### src/rtl/spi_slave_ctrl_pkg.sv
// Shared definitions for the SPI target controller: FSM states, SPI mode codes
// and SCK edge-classification helpers.
// Latency: none (types and pure functions). Backpressure: n/a.
package spi_pkg;

    typedef enum logic {
        SPI_IDLE   = 1'b0,
        SPI_ACTIVE = 1'b1
    } spi_state_e;

    // SPI mode encodings as {CPOL, CPHA}
    localparam logic [1:0] MODE0 = 2'b00;
    localparam logic [1:0] MODE1 = 2'b01;
    localparam logic [1:0] MODE2 = 2'b10;
    localparam logic [1:0] MODE3 = 2'b11;

    // A transition away from the idle level. Passing ~cpol yields the trailing edge.
    function automatic logic lead_edge(input logic cpol, input logic prev, input logic cur);
        return (prev == cpol) && (cur != cpol);
    endfunction

    // CPHA=0 samples MOSI on the leading edge, CPHA=1 on the trailing edge.
    function automatic logic sample_is_lead(input logic cpha);
        return ~cpha;
    endfunction

endpackage

### src/rtl/spi_slave_ctrl_if.sv
// Pin- and system-side signal bundle of the SPI target controller.
// Latency: none (wires only). Backpressure: TX uses tx_valid/tx_ready; RX has none.
// Modports: slave = controller view (the RTL), master = pin driver / system logic view.
interface spi_slave_ctrl_if #(
    parameter int DATA_WIDTH = 8
);
    logic                  sck;
    logic                  cs_n;
    logic                  mosi;
    logic                  miso;
    logic                  miso_oe;
    logic [DATA_WIDTH-1:0] tx_data;
    logic                  tx_valid;
    logic                  tx_ready;
    logic [DATA_WIDTH-1:0] rx_data;
    logic                  rx_valid;
    logic                  tx_underrun;
    logic                  frame_abort;
    logic                  busy;

    modport slave (
        input  sck, cs_n, mosi, tx_data, tx_valid,
        output miso, miso_oe, tx_ready, rx_data, rx_valid, tx_underrun, frame_abort, busy
    );

    modport master (
        output sck, cs_n, mosi, tx_data, tx_valid,
        input  miso, miso_oe, tx_ready, rx_data, rx_valid, tx_underrun, frame_abort, busy
    );
endinterface

### src/rtl/spi_slave_ctrl_sync.sv
// Multi-flop synchronizer for one asynchronous input bit.
// Latency: STAGES clk cycles. Backpressure: none.
// Ports: clk, rst_n (async active-low), d_i (async input), q_o (synchronized output).
module spi_sync #(
    parameter int STAGES  = 2,
    parameter bit RST_VAL = 1'b0
) (
    input  logic clk,
    input  logic rst_n,
    input  logic d_i,
    output logic q_o
);
    logic [STAGES-1:0] sync_q;

    always_ff @(posedge clk or negedge rst_n) begin
        if (!rst_n) begin
            sync_q <= {STAGES{RST_VAL}};
        end else begin
            sync_q <= {sync_q[STAGES-2:0], d_i};
        end
    end

    assign q_o = sync_q[STAGES-1];
endmodule

### src/rtl/spi_slave_ctrl.sv
// Full-duplex SPI target: oversamples SCK/CS_n/MOSI on clk, shifts RX words in and TX words out.
// Latency: pin to internal SYNC_STAGES+1 clk; rx_valid one clk after the completing sample edge.
// Backpressure: TX holding register via tx_valid/tx_ready; RX has none (new word overwrites rx_data).
// Ports: clk, rst_n (async active-low), bus (spi_slave_ctrl_if.slave: SPI pins + TX/RX handshake + status).
module spi_slave_ctrl #(
    parameter int                    DATA_WIDTH  = 8,
    parameter bit                    CPOL        = 1'b0,
    parameter bit                    CPHA        = 1'b0,
    parameter bit                    LSB_FIRST   = 1'b0,
    parameter int                    SYNC_STAGES = 2,
    parameter logic [DATA_WIDTH-1:0] TX_IDLE     = '1
) (
    input logic             clk,
    input logic             rst_n,
    spi_slave_ctrl_if.slave bus
);
    import spi_pkg::*;

    localparam int CW = $clog2(DATA_WIDTH);
    localparam int FW = $clog2(SYNC_STAGES + 1);
    localparam logic [CW-1:0] LAST_BIT = CW'(DATA_WIDTH - 1);

    logic sck_s, cs_s, mosi_s;

    spi_sync #(.STAGES(SYNC_STAGES), .RST_VAL(CPOL)) u_sync_sck (
        .clk(clk), .rst_n(rst_n), .d_i(bus.sck), .q_o(sck_s));
    spi_sync #(.STAGES(SYNC_STAGES), .RST_VAL(1'b1)) u_sync_cs (
        .clk(clk), .rst_n(rst_n), .d_i(bus.cs_n), .q_o(cs_s));
    spi_sync #(.STAGES(SYNC_STAGES), .RST_VAL(1'b0)) u_sync_mosi (
        .clk(clk), .rst_n(rst_n), .d_i(bus.mosi), .q_o(mosi_s));

    spi_state_e            state_q, state_d;
    logic                  sck_q;
    logic [FW-1:0]         flush_q, flush_d;
    logic                  armed_q, armed_d;
    logic [CW-1:0]         cnt_q, cnt_d;
    logic [DATA_WIDTH-1:0] rx_sh_q, rx_sh_d;
    logic [DATA_WIDTH-1:0] rx_data_q, rx_data_d;
    logic                  rx_valid_q, rx_valid_d;
    logic [DATA_WIDTH-1:0] tx_sh_q, tx_sh_d;
    logic [DATA_WIDTH-1:0] hold_q, hold_d;
    logic                  hold_full_q, hold_full_d;
    logic                  underrun_q, underrun_d;
    logic                  abort_q, abort_d;
    logic                  load_w;

    logic lead_w, trail_w, sample_w, shift_w;
    assign lead_w   = lead_edge(CPOL, sck_q, sck_s);
    assign trail_w  = lead_edge(~CPOL, sck_q, sck_s);
    assign sample_w = sample_is_lead(CPHA) ? lead_w  : trail_w;
    assign shift_w  = sample_is_lead(CPHA) ? trail_w : lead_w;

    always_comb begin
        state_d     = state_q;
        flush_d     = flush_q;
        armed_d     = armed_q;
        cnt_d       = cnt_q;
        rx_sh_d     = rx_sh_q;
        rx_data_d   = rx_data_q;
        rx_valid_d  = 1'b0;
        tx_sh_d     = tx_sh_q;
        hold_d      = hold_q;
        hold_full_d = hold_full_q;
        underrun_d  = 1'b0;
        abort_d     = 1'b0;
        load_w      = 1'b0;

        // After reset the cs_n synchronizer still holds its reset value; only arm once the
        // real pin level has flushed through and been seen high, so a CS held low across
        // reset cannot start a frame.
        if (flush_q != FW'(SYNC_STAGES)) begin
            flush_d = flush_q + FW'(1);
        end else if (cs_s) begin
            armed_d = 1'b1;
        end

        case (state_q)
            SPI_IDLE: begin
                cnt_d = '0;
                if (armed_q && !cs_s) begin
                    state_d = SPI_ACTIVE;
                    load_w  = ~CPHA;
                end
            end
            SPI_ACTIVE: begin
                if (sample_w) begin
                    rx_sh_d = LSB_FIRST ? {mosi_s, rx_sh_q[DATA_WIDTH-1:1]}
                                        : {rx_sh_q[DATA_WIDTH-2:0], mosi_s};
                    if (cnt_q == LAST_BIT) begin
                        cnt_d      = '0;
                        rx_data_d  = rx_sh_d;
                        rx_valid_d = 1'b1;
                        load_w     = ~CPHA;
                    end else begin
                        cnt_d = cnt_q + CW'(1);
                    end
                end
                // A shift edge with the counter at 0 is either the CPHA=1 load edge or,
                // for CPHA=0, the trailing edge right after a word completed (no shift).
                if (shift_w) begin
                    if (cnt_q != '0) begin
                        tx_sh_d = LSB_FIRST ? {1'b0, tx_sh_q[DATA_WIDTH-1:1]}
                                            : {tx_sh_q[DATA_WIDTH-2:0], 1'b0};
                    end else begin
                        load_w = CPHA;
                    end
                end
                // Deselect: a word finishing on this very cycle already wrapped cnt_d to 0.
                if (cs_s) begin
                    state_d = SPI_IDLE;
                    abort_d = (cnt_d != '0);
                    cnt_d   = '0;
                    tx_sh_d = '0;
                    load_w  = 1'b0;
                end
            end
            default: state_d = SPI_IDLE;
        endcase

        if (load_w) begin
            if (hold_full_q) begin
                tx_sh_d     = hold_q;
                hold_full_d = 1'b0;
            end else begin
                tx_sh_d    = TX_IDLE;
                underrun_d = 1'b1;
            end
        end

        if (bus.tx_valid && !hold_full_q) begin
            hold_d      = bus.tx_data;
            hold_full_d = 1'b1;
        end
    end

    always_ff @(posedge clk or negedge rst_n) begin
        if (!rst_n) begin
            state_q     <= SPI_IDLE;
            sck_q       <= CPOL;
            flush_q     <= '0;
            armed_q     <= 1'b0;
            cnt_q       <= '0;
            rx_sh_q     <= '0;
            rx_data_q   <= '0;
            rx_valid_q  <= 1'b0;
            tx_sh_q     <= '0;
            hold_q      <= '0;
            hold_full_q <= 1'b0;
            underrun_q  <= 1'b0;
            abort_q     <= 1'b0;
        end else begin
            state_q     <= state_d;
            sck_q       <= sck_s;
            flush_q     <= flush_d;
            armed_q     <= armed_d;
            cnt_q       <= cnt_d;
            rx_sh_q     <= rx_sh_d;
            rx_data_q   <= rx_data_d;
            rx_valid_q  <= rx_valid_d;
            tx_sh_q     <= tx_sh_d;
            hold_q      <= hold_d;
            hold_full_q <= hold_full_d;
            underrun_q  <= underrun_d;
            abort_q     <= abort_d;
        end
    end

    assign bus.miso        = (state_q == SPI_ACTIVE) &&
                             (LSB_FIRST ? tx_sh_q[0] : tx_sh_q[DATA_WIDTH-1]);
    assign bus.miso_oe     = ~cs_s;
    assign bus.tx_ready    = ~hold_full_q;
    assign bus.rx_data     = rx_data_q;
    assign bus.rx_valid    = rx_valid_q;
    assign bus.tx_underrun = underrun_q;
    assign bus.frame_abort = abort_q;
    assign bus.busy        = (state_q == SPI_ACTIVE);
endmodule
### src/flat_wrapper.sv
// flat-port wrapper written by rule: the top's interface ports become plain ports
module spi_slave_ctrl_flat import spi_pkg::*;
#(
    parameter int                    DATA_WIDTH  = 8,
    parameter bit                    CPOL        = 1'b0,
    parameter bit                    CPHA        = 1'b0,
    parameter bit                    LSB_FIRST   = 1'b0,
    parameter int                    SYNC_STAGES = 2,
    parameter logic [DATA_WIDTH-1:0] TX_IDLE     = '1
)
  (clk, rst_n, bus_sck, bus_cs_n, bus_mosi, bus_tx_data, bus_tx_valid, bus_miso, bus_miso_oe, bus_tx_ready, bus_rx_data, bus_rx_valid, bus_tx_underrun, bus_frame_abort, bus_busy);
  spi_slave_ctrl_if #(.DATA_WIDTH(DATA_WIDTH)) bus_i ();
  input logic clk;
  input logic rst_n;
  input wire logic [$bits(bus_i.sck)-1:0] bus_sck;
  input wire logic [$bits(bus_i.cs_n)-1:0] bus_cs_n;
  input wire logic [$bits(bus_i.mosi)-1:0] bus_mosi;
  input wire logic [$bits(bus_i.tx_data)-1:0] bus_tx_data;
  input wire logic [$bits(bus_i.tx_valid)-1:0] bus_tx_valid;
  output wire logic [$bits(bus_i.miso)-1:0] bus_miso;
  output wire logic [$bits(bus_i.miso_oe)-1:0] bus_miso_oe;
  output wire logic [$bits(bus_i.tx_ready)-1:0] bus_tx_ready;
  output wire logic [$bits(bus_i.rx_data)-1:0] bus_rx_data;
  output wire logic [$bits(bus_i.rx_valid)-1:0] bus_rx_valid;
  output wire logic [$bits(bus_i.tx_underrun)-1:0] bus_tx_underrun;
  output wire logic [$bits(bus_i.frame_abort)-1:0] bus_frame_abort;
  output wire logic [$bits(bus_i.busy)-1:0] bus_busy;
  assign bus_i.sck = bus_sck;
  assign bus_i.cs_n = bus_cs_n;
  assign bus_i.mosi = bus_mosi;
  assign bus_i.tx_data = bus_tx_data;
  assign bus_i.tx_valid = bus_tx_valid;
  assign bus_miso = bus_i.miso;
  assign bus_miso_oe = bus_i.miso_oe;
  assign bus_tx_ready = bus_i.tx_ready;
  assign bus_rx_data = bus_i.rx_data;
  assign bus_rx_valid = bus_i.rx_valid;
  assign bus_tx_underrun = bus_i.tx_underrun;
  assign bus_frame_abort = bus_i.frame_abort;
  assign bus_busy = bus_i.busy;
  spi_slave_ctrl #(.DATA_WIDTH(DATA_WIDTH), .CPOL(CPOL), .CPHA(CPHA), .LSB_FIRST(LSB_FIRST), .SYNC_STAGES(SYNC_STAGES), .TX_IDLE(TX_IDLE)) u_core (.clk(clk), .rst_n(rst_n), .bus(bus_i));
endmodule
### config.mk
export PLATFORM = sky130hd
export DESIGN_NAME = spi_slave_ctrl_flat
export DESIGN_NICKNAME = d
export VERILOG_FILES = /design/src/rtl/spi_slave_ctrl_pkg.sv /design/src/rtl/spi_slave_ctrl_if.sv /design/src/rtl/spi_slave_ctrl_sync.sv /design/src/rtl/spi_slave_ctrl.sv /design/src/flat_wrapper.sv
export SDC_FILE = /design/constraint.sdc
export NUM_CORES = 1
export LEC_CHECK = 0
export CAP_MARGIN = 20
export CORE_MARGIN = 10
export CORE_UTILIZATION = 30
export DETAILED_ROUTE_END_ITERATION = 16
export GPL_ROUTABILITY_DRIVEN = 0
export PLACE_DENSITY = 0.5
export SLEW_MARGIN = 10
export SYNTH_ARGS = -nofsm -noshare
export SYNTH_HDL_FRONTEND = slang
export SYNTH_HIERARCHICAL = 1
export SYNTH_SLANG_ARGS = --single-unit
### constraint.sdc
create_clock -name clk -period 2.04 [get_ports clk]
set_input_delay 0.306 -clock clk [delete_from_list [all_inputs] [get_ports clk]]
set_output_delay 0.306 -clock clk [all_outputs]
set_load 0.05 [all_outputs]
==> impl_results.md <==
* Status: complete, but fails checks
* Failing checks: negative hold slack
* Share of cells above drive strength 1 at 17.6%
* CTS sink cnt at 49
* CP Data Arrival Time at 1.63 ns
* Iter 0 DRT Violations at 27
* Final Setup Violations at 0
* Die height at 101 um
* Synth Area per Inst at 12.2 um^2
* Post-CTS Resized at 0
* CP bufs+invs at 2
* Worst Path Max Fanout at 6
* Reg power frac at 57.1%
* Clock Path Buffers at 2
* Area grow syn2layout at 23.6%
* Min Clock Period, post-route at 1.94 ns
* DR pass1 iterations at 4
* Hold_ws at -0.0186 ns
* Clk pin slew, worst setup/hold paths at 0.08 ns
* Via count at 1285
* Final net count at 216
* Combinational power share at 16.5%
* CORE AREA at 6390 um^2
* Critical Path End Type: primary output
* Synthesis Warnings at 6
* Final hold viol count at 23
* Commonest non-fill, non-tap cell in the layout: dfrtp_1
* Post-Syn Nets at 181
* Power density over cell area at 894 nW/um^2
* Clock Skews at 0.00618 ns
* Rows at 29
* Ports at 29
* Clock network fraction of total power at 26.4%
* Root Buffer: clkbuf_8
* Drt total wl at 4.07 mm
* Die ar. at 10300 um^2
* Post-synthesis mux area share at 12.5%
* Dpl cells at 268
* Tcrit/Tclk final at 95.0%
* Initial antenna violation count at 0
* IO buf count at 28
* CP Launch Type: register
* Slew at the pin with the worst max-slew slack at 0.556 ns
* XOR/XNOR Fraction of Synth Area at 0.440%
* Unrepaired setup endpoints after global routing: false
* Largest family of logic cells by synthesized area: simple AND/OR/NAND/NOR gates
* Antenna diodes at 0
* Sequential element share of the synthesized area at 61.7%
* Synth Area in Adders at 2.51%
* Flops & latches, synth at 49
* Slowest cell on crit path: clkdlybuf4s50_1
* Final WS setup at 0.101 ns
* Worst EP required at 1.73 ns
* Sw Ratio at 26.9%
* Post-synthesis compound-gate area fraction at 6.03%
* Final Cell Area at 2460 um^2
* All-layer global routing usage at 8.47%
* Maximum vdd ir drop at 0.381 mV
* # fillers at 627
* Setup TNS at 0 ns
* Setup CP Type: register to primary output
* Num CTS Buffers at 5
* Synth Area in Simple Gates at 12.9%
* Max-slew headroom at 62.9%
* Detailed placement HPWL at 3.03 mm
* Post-layout util at 38.6%
* Commonest non-fill, non-tap cells in the layout: dfrtp_1, nand2_1, clkdlybuf4s50_1
* DP Worst Slack at 0.145 ns
* NetSw at 0.591 mW
* Total power at 2.20 mW
* DR vias/cell at 4.66
* Cells after synthesis at 163
* Hold bufs inserted after CTS at 0
* Die width at 101 um
* Post-CTS Setup Inserts at 0
* CP peak stage delay at 0.80 ns
* Max_cap viols at 0
* Mapped Area at 1990 um^2
* Drc violations at 0
* Antenna Violating Nets Remaining at 0
* Placed Area at 2370 um^2
* Distinct cells, synth at 28
* Fmax at 0.516 GHz
* Top delay family on crit path: buffers and inverters
* Vias in the first global route at 1420
* Internal at 1.61 mW
* Final std cells w/o fill at 276
* Grt total ovfl at 0
* Drt wl/cell at 14.8 um
* CTS tree: done
* First-pass GRT wire length at 6.94 mm
* Leakage at 1.15 nW
* Hold crit path type: input port to asynchronous set/reset pin
* Largest net degree at the start of global routing at 27
* Skew-Pair Late Insertion Delay at 0.30 ns
* Max-slew violation count at 0
* Cell Chain, Critical Path: inv_1 -> clkdlybuf4s50_1
* Htree depth at 2
* Starting Density at 31.2%
layer usage:
| metal | track usage (%) | vias up | wire length (um) |
|---|---|---|---|
| li1 | - | 614 | - |
| met1 | 10.1 | 632 | 1810 |
| met2 | 13.3 | 30 | 1920 |
| met3 | 4.02 | 9 | 294 |
| met4 | 2.57 | 0 | 55 |
| met5 | 0 | - | 0 |
cell usage after synthesis:
master,count,share of area [%]
dfrtp_1,47,59
nand2_1,30,5.7
mux2_2,15,8.5
inv_1,11,2.1
nor2_1,9,1.7
mux2i_1,8,4.0
o221ai_1,7,3.1
ha_1,4,2.5
nor2b_1,4,1.3
buf_2,3,0.75
nand2b_1,3,0.94
nor3_1,3,0.75
a21oi_1,2,0.50
dfstp_2,2,2.6
o21ai_0,2,0.50
a211oi_1,1,0.38
a21o_1,1,0.38
a32o_1,1,0.50
and2_1,1,0.31
buf_6,1,0.57
clkinv_1,1,0.19
inv_4,1,0.31
nand4b_4,1,1.2
nor3_4,1,0.82
nor4_1,1,0.31
o21ai_1,1,0.25
o21ai_2,1,0.44
xnor2_1,1,0.44
power groups by stage:
stage               sequential (mW)  combinational [mW]  clock (mW)
detailed placement             1.28               0.369           0
CTS                            1.26               0.373       0.601
floorplan                      1.24               0.252           0
global route                   1.29               0.403       0.651
finish                         1.26               0.364       0.582
global placement               1.27               0.355           0
logic make-up (layout without fill, tap and decap cells):
logic type      after synthesis  after routing
compound gates               16             16
mux                          23             23
fa+ha+maj                     4              4
xor+xnor                      1              1
simple gates                 53             53
buf+inv                      17             53
flops                        49             49
sequential cells by signal, indices dropped and copies added, names as in the netlist:
register                   count
u_core/bus.rx_data             8
u_core/hold_q                  8
u_core/tx_sh_q                 8
u_core/rx_sh_q                 7
u_core/cnt_q                   3
u_core/flush_q                 2
u_core/u_sync_cs/sync_q        2
u_core/u_sync_mosi/sync_q      2
u_core/u_sync_sck/sync_q       2
u_core/armed_q                 1
u_core/bus.busy                1
u_core/bus.frame_abort         1
u_core/bus.rx_valid            1
u_core/bus.tx_underrun         1
u_core/hold_full_q             1
u_core/sck_q                   1
worst paths after layout:
kind,from,endpoint,slack (ns),depth (start not counted)
setup / recovery,u_core/hold_full_q$_DFFE_PN0P_,bus_tx_ready,0.10,2
hold / removal,rst_n,u_core/bus.busy$_DFF_PN0_,-0.02,1
setup reg to reg,u_core/cnt_q[0]$_DFF_PN0_,u_core/tx_sh_q[6]$_DFFE_PN0P_,0.13,6
hold reg to reg,u_core/u_sync_mosi/sync_q[0]$_DFF_PN0_,u_core/u_sync_mosi/sync_q[1]$_DFF_PN0_,0.35,0
max in group asynchronous,rst_n,u_core/u_sync_cs/sync_q[0]$_DFF_PN1_,1.45,2
min in group clk,u_core/u_sync_mosi/sync_q[0]$_DFF_PN0_,u_core/u_sync_mosi/sync_q[1]$_DFF_PN0_,0.35,0
worst reg2reg max path, cell delays in order (launching register included):
cell and delay [ns]:
dfrtp_1 0.42, ha_1 0.21, ha_1 0.23, nand4b_4 0.12
inv_4 0.09, nor3_4 0.48, mux2i_1 0.28
final cells by class:
cell class              count  area, um^2  share of cell area, %
clock buffers               8        90.1                   3.66
well taps                  77        96.3                   3.91
repair buffers             32         310                   12.6
inverters                  13        51.3                   2.08
multi-input cells          97         686                   27.8
flip-flops and latches     49        1230                   49.9
(Power assumes the default switching activity.)
